<file path="src/rtl/byte_pack_fifo.sv">
// Packs a non-stallable byte stream into little-endian words and buffers them
// in a show-ahead FIFO; words that arrive while the FIFO is full are dropped and counted.
module byte_pack_fifo #(
   parameter int DATA_W         = 8,
   parameter int BYTES_PER_WORD = 4,
   parameter int FIFO_DEPTH     = 4,
   parameter int CNT_W          = 8
) (
   input  logic                               clock,
   input  logic                               reset,
   input  logic [DATA_W-1:0]                  in_data,
   input  logic                               in_valid,
   input  logic                               flush,
   output logic [DATA_W*BYTES_PER_WORD-1:0]   out_data,
   output logic                               out_valid,
   input  logic                               out_ready,
   output logic [$clog2(FIFO_DEPTH):0]        fill_level,
   output logic                               overflow,
   output logic [CNT_W-1:0]                   drop_count
);

   localparam int WORD_W = DATA_W * BYTES_PER_WORD;
   localparam int BIDX_W = $clog2(BYTES_PER_WORD);
   localparam int PTR_W  = $clog2(FIFO_DEPTH);
   localparam int LVL_W  = PTR_W + 1;

   logic [BIDX_W-1:0] byte_idx;
   logic [WORD_W-1:0] partial;
   logic [WORD_W-1:0] word_next;
   logic [WORD_W-1:0] mem [FIFO_DEPTH];
   logic [PTR_W-1:0]  wr_ptr;
   logic [PTR_W-1:0]  rd_ptr;
   logic [LVL_W-1:0]  level;

   logic byte_last;
   logic take;
   logic push;
   logic pop;
   logic full;
   logic accept;
   logic drop;

   assign byte_last = (byte_idx == BIDX_W'(BYTES_PER_WORD - 1));
   assign take      = in_valid && !flush && !reset;
   assign push      = take && byte_last;
   assign out_valid = (level != '0);
   assign pop       = out_valid && out_ready && !reset;
   assign full      = (level == LVL_W'(FIFO_DEPTH));
   // A full FIFO still takes the new word when the head leaves on the same edge.
   assign accept    = push && (!full || pop);
   assign drop      = push && full && !pop;

   always_comb begin
      word_next = partial;
      word_next[byte_idx*DATA_W +: DATA_W] = in_data;
   end

   always_ff @(posedge clock) begin
      if (reset) begin
         byte_idx   <= '0;
         partial    <= '0;
         wr_ptr     <= '0;
         rd_ptr     <= '0;
         level      <= '0;
         overflow   <= 1'b0;
         drop_count <= '0;
      end else begin
         if (flush) begin
            byte_idx <= '0;
            partial  <= '0;
         end else if (in_valid) begin
            if (byte_last) begin
               byte_idx <= '0;
               partial  <= '0;
            end else begin
               byte_idx <= byte_idx + BIDX_W'(1);
               partial  <= word_next;
            end
         end

         if (accept) wr_ptr <= wr_ptr + PTR_W'(1);
         if (pop)    rd_ptr <= rd_ptr + PTR_W'(1);

         case ({accept, pop})
            2'b10:   level <= level + LVL_W'(1);
            2'b01:   level <= level - LVL_W'(1);
            default: level <= level;
         endcase

         if (drop) begin
            overflow <= 1'b1;
            if (drop_count != '1) drop_count <= drop_count + CNT_W'(1);
         end
      end
   end

   // Storage needs no reset: entries are only visible once written.
   always_ff @(posedge clock) begin
      if (accept) mem[wr_ptr] <= word_next;
   end

   assign out_data   = mem[rd_ptr];
   assign fill_level = level;

endmodule

</file>
<file path="config.mk">
export PLATFORM = sky130hd
export DESIGN_NAME = byte_pack_fifo
export DESIGN_NICKNAME = d
export VERILOG_FILES = /design/src/rtl/byte_pack_fifo.sv
export SDC_FILE = /design/constraint.sdc
export NUM_CORES = 1
export LEC_CHECK = 0
export CAP_MARGIN = 20
export CELL_PAD_IN_SITES_DETAIL_PLACEMENT = 1
export CELL_PAD_IN_SITES_GLOBAL_PLACEMENT = 2
export CORE_MARGIN = 3
export CORE_UTILIZATION = 35
export CTS_CLUSTER_SIZE = 20
export DETAILED_ROUTE_END_ITERATION = 8
export PLACE_DENSITY_LB_ADDON = 0.15
export SYNTH_ARGS = -nofsm -noshare
export SYNTH_HDL_FRONTEND = slang
export SYNTH_SLANG_ARGS = --single-unit
</file>
<file path="constraint.sdc">
create_clock -name clock -period 6.6 [get_ports clock]
set_input_delay 0.66 -clock clock [delete_from_list [all_inputs] [get_ports clock]]
set_output_delay 0.66 -clock clock [all_outputs]
set_load 0.01 [all_outputs]
</file>
**Yosys cells after proc, flatten, opt, wreduce, memory -nomap -nowiden**

Memory sizes are Yosys's and may differ from the RTL's. A register that Yosys moved wholly into a read port is not among the register bits.
Index checks and enable logic that the tools add are counted.

- Output and inout port bits: 45
- RAM bits: 128
- Memories kept: 1
- Register bits after elaboration: 50
- Input bits: 13

- Shifts and indexed selects: 2
- Reduce and logical (&&, ||, !) cells: 17
- Muxes and demuxes: 8
- Add/sub/neg operators: 7
- Equality and inequality tests: 5

Memories:

| name | words | width | rd ports | clocked after memory_dff | write ports | line | RTL |
|---|---|---|---|---|---|---|---|
| mem | 4 | 32 | 1 | 1 | 1 | 30 | `logic [WORD_W-1:0] mem [FIFO_DEPTH];` |

Operator list:

| cell | count |
|---|---|
| 5-bit negator with 34-bit output | 1 |
| 8-bit by 34-bit variable shift with 32-bit output, first input constant | 1 |
| 8-bit by 34-bit indexed part select with 32-bit output | 1 |
| 32-bit bitwise mux | 1 |
| 32-bit two-way mux | 1 |
| 8-bit by 1-bit adder with 8-bit output, second input constant | 1 |
| 1-bit logical AND | 8 |
| 8-bit != test, second input constant | 1 |
| 2-bit by 1-bit adder with 2-bit output, second input constant | 3 |
| 2-bit two-way mux | 3 |
| 3-bit case mux with 2 select lines | 1 |
| 2-bit equality test, second input constant | 2 |
| 1-bit logical NOT | 4 |
| 3-bit by 1-bit adder with 3-bit output, second input constant | 1 |
| 3-bit equality test, second input constant | 1 |
| 3-bit nonzero test | 1 |
| 3-bit by 1-bit subtractor with 3-bit output, second input constant | 1 |
| 2-bit by 1-bit equality test with 1-bit output, second input constant | 1 |
| 1-bit two-way mux | 2 |
| 2-bit AND reduction | 1 |
| 2-bit nonzero test | 1 |
| 2-bit OR reduction | 1 |
| 1-bit logical OR | 1 |

**Longest topological paths before layout**

- Depth in word-level cells: 7
- Depth in mapped cells: 8
- Depth with buffers taken out: 7

**Worst setup path after synthesis**

No wires, ideal clock.

- Path kind: input port to flip-flop
- From: input port reset
- To: memory mem[0][0] in the netlist's numbering (enable)
- Library setup time: 0.392 ns
- Required time: 6.208 ns
- Data arrival time: 2.393 ns
- Buffers on the path: 2
- Stages on the path: 5
- Path slack: 3.815 ns
- Path through: clkbuf_1 > nand4bb_1 > clkbuf_1 > a31oi_1 > and2_1

- Longest elaborated chain between the ends: 6
- Elaborated cells on any way between the ends: 8
- Those cells by class: 2 x mux; 6 x reduce/logical

Ends and longest elaborated chain:

| what | line | RTL |
|---|---|---|
| start, declared | 10 | `input logic reset,` |
| 1-bit logical NOT * | 44, 47 |  |
| 1-bit logical AND, on equally long branches | 44, 47 |  |
| 1-bit logical AND / 1-bit logical OR (equally long branches) | 45, 50 |  |
| 1-bit logical AND * | 50 | `assign accept = push && (!full \|\| pop);` |
| 1-bit two-way mux * | 99 | `if (accept) mem[wr_ptr] <= word_next;` |
| 1-bit two-way mux (implied by the code) * | 99 |  |
| end, declared | 30 |  |

Every way passes the cells marked *; elsewhere a longest branch is shown, timed or not.

**Worst setup path after layout**

- From: input port in_valid
- To: memory mem[3][31] in the netlist's numbering (enable)

- Longest elaborated chain between the ends: 6

Ends and longest elaborated chain:

| what | line | RTL |
|---|---|---|
| start, declared | 12 | `input logic in_valid,` |
| 1-bit logical AND (2 in a row) | 44 | `assign take = in_valid && !flush && !reset;` |
| 1-bit logical AND | 45 | `assign push = take && byte_last;` |
| 1-bit logical AND | 50 |  |
| 1-bit two-way mux | 99 |  |
| 1-bit two-way mux (implied by the code) | 99 |  |

No other way between the ends.

==> reports/results.txt <==
H-tree Lvls: 4
CP peak stage delay: 0.90 ns
Fin Clk Skew: 0.00570 ns
Initial Utilization: 0.362
Register area share after synthesis: 0.682
Post-Syn Area: 0.00716 sq mm
Routed Wire Length: 16900 um
Drt pass-1 iters: 5
Worst Setup Slack, final: 2.92 ns
Worst Setup Start Kind: primary input
Worst-Skew Late Latency: 0.42 ns
Mapped Cells: 471
Num rows: 51
Cell variety after synth: 42
Crit path arrival time: 3.78 ns
Average size of a mapped cell: 15.2 sq um
Crit path max fanout: 30
Area grow syn2layout: 20.3%
Clock root buffer: clkbuf_16
I/O Buffers: 57
Post-Syn Nets: 495
GRT overflow: 0
DR iter-0 viols: 216
M3 GR Usage: 0.0313
Power consumption: 2210 uW
HP Class: reg -> reg
Layout Nets: 556
Clk slew on worst S/H paths: 0.06 ns
First-pass GRT wire length: 26800 um
Measured slew at the worst slew-check pin: 1.07 ns
Remaining DRCs: 0
Detail Route Antenna Nets: 0
Setup Viol. Count Final: 0
DR vias: 4138
GR Util met1: 0.222
Setup tns final: 0 ns
Routed length per placed instance: 20.9 um
Buffering stage count on the worst path with inverters included: 3
Vias/cell: 5.11
Initial antenna violation count: 0
Die height: 149 um
Layer with the highest usage: met2
Worst vdd ir: 0.197 mV
TritonCTS clock tree: yes
Status: finished, final reports clean
Critical-path top delay cell: and2_1
Max Root-Sink Buffers: 2
Clock sink total: 180
TritonCTS Buffers: 17
Final Hold Viols: 0
Synth Flop Type: edfxtp_1
Pwr Density: 257 mW/mm^2
Largest net degree at the start of global routing: 33
CP endpoint kind: flip-flop
Final estimated routing congestion in global placement: 0.713
Delay-heaviest family, CP: simple AND/OR/NAND/NOR gates
MaxCap Viol Count: 0
Ant. Diodes: 0
Die area: 0.0222 sq mm
FMAX: 0.272 GHz
Worst path most repeated cell: buf_4
Post-synth EDFFs: 128
Final Core Density: 0.436
Worst slack, placed: 2.37 ns
Hold WS: 0.467 ns
Tmin final: 3.68 ns
Crit path cell chain: clkdlybuf4s50_1, buf_4, nand4bb_1, a31oi_1, and2_1, buf_4
CORE AREA: 0.0198 sq mm
GRT Total Usage: 0.162
Number of gates resized after CTS: 0
Final Cycle Share: 0.557
Share of layout cells above drive strength 1: 0.147
CTS hold repair buffers: 0
Synthesis Warnings: 0
Vias in the first global route: 4478
Leakage: 0.00272 uW
Die width: 149 um
Met2 Use GR: 0.260
RSZ-0062 raised after global routing: no
Detailed-placement wirelength estimate: 10900 um
IO Count: 58
Filler cells: 1987
#FFs+latches synth: 180
Async S/R FF share, synth: 0
WS Path Type: in -> reg
Flop-to-flop setup slack: 2.97 ns
Setup Fix Bufs, Post-CTS: 0
Max Slew Vio Count: 0
Slew headroom: 0.278
Data required, critical path: 6.71 ns
==> per-layer routing <==
layer / share of wire / wire (um)
met5: 0 / 0
met1: 0.44 / 7490
met2: 0.49 / 8300
met3: 0.055 / 925
met4: 0.012 / 202
==> sequential cells by signal, indices dropped and copies added, names as in the netlist, named ones only <==
signal	count
rd_ptr	2
wr_ptr	2
drop_count	8
overflow	1
byte_idx	2
fill_level	3
mem	128
partial	32
==> where the power goes <==
group	switching [uW]	internal (uW)
clock	423	530
sequential	1.60	1200
combinational	38.5	18.6
total	463	1750
==> Yosys cell counts, types with 8 or more instances <==
cell        n  area share
a22o_1     24       0.029
clkbuf_1   17      0.0089
ha_1       10       0.017
nand2_1    12      0.0063
nand3_1     8      0.0056
nor2b_1    26       0.023
mux4_2     32        0.10
inv_1      18      0.0094
edfxtp_1  128        0.54
dfxtp_1    52        0.15
nor2_1     38       0.020
a21oi_1    30       0.021
o21ai_0    12      0.0084
and2_1     12       0.010
==> cell usage in the layout, fill, tap and decap left out, drive strengths merged, types with 3 or more instances in the layout <==
master,count
a22o,24
or3,6
clkbuf,21
buf,9
nor2b,26
nand3,8
edfxtp,128
mux4,32
nand2,12
ha,10
o21ai,12
dfxtp,52
clkdlybuf4s50,57
xor2,4
a21oi,30
and2,12
nor2,38
mux2i,6
clkinv,8
clkinvlp,3
inv,18
==> area by class of cell <==
class	count	area [sq um]	area share
sequential	180	4890	0.567
multi-input combinational	248	2130	0.247
clock buffer	20	447	0.0518
timing repair buffer	67	646	0.0749
tap	265	332	0.0385
inverter	18	67.6	0.00784
clock inverter	12	110	0.0128
==> path summary, 6_finish.rpt <==
kind,from,endpoint,cells past startpoint
worst max-delay path,in_valid,mem[3][31],6
worst max register to register,byte_idx[0],mem[3][31],5
worst min register to register,partial[27],partial[27],1
worst min-delay path,partial[27],partial[27],1
==> cell families after synthesis <==
group / share of synthesized area
mux: 0.109
fa+ha+maj: 0.0203
compound gates: 0.0664
simple gates: 0.0931
flops: 0.682
buf+inv: 0.0232
xor+xnor: 0.00611
==> through the flow <==
stage / cells / instance area [sq um]
after floorplan: 471 / 7160
after global placement: 777 / 8050
after detailed placement: 777 / 8050
after CTS: 809 / 8610
after global routing: 810 / 8620
final: 810 / 8620
Note: power is estimated with default switching activity, not from simulation.
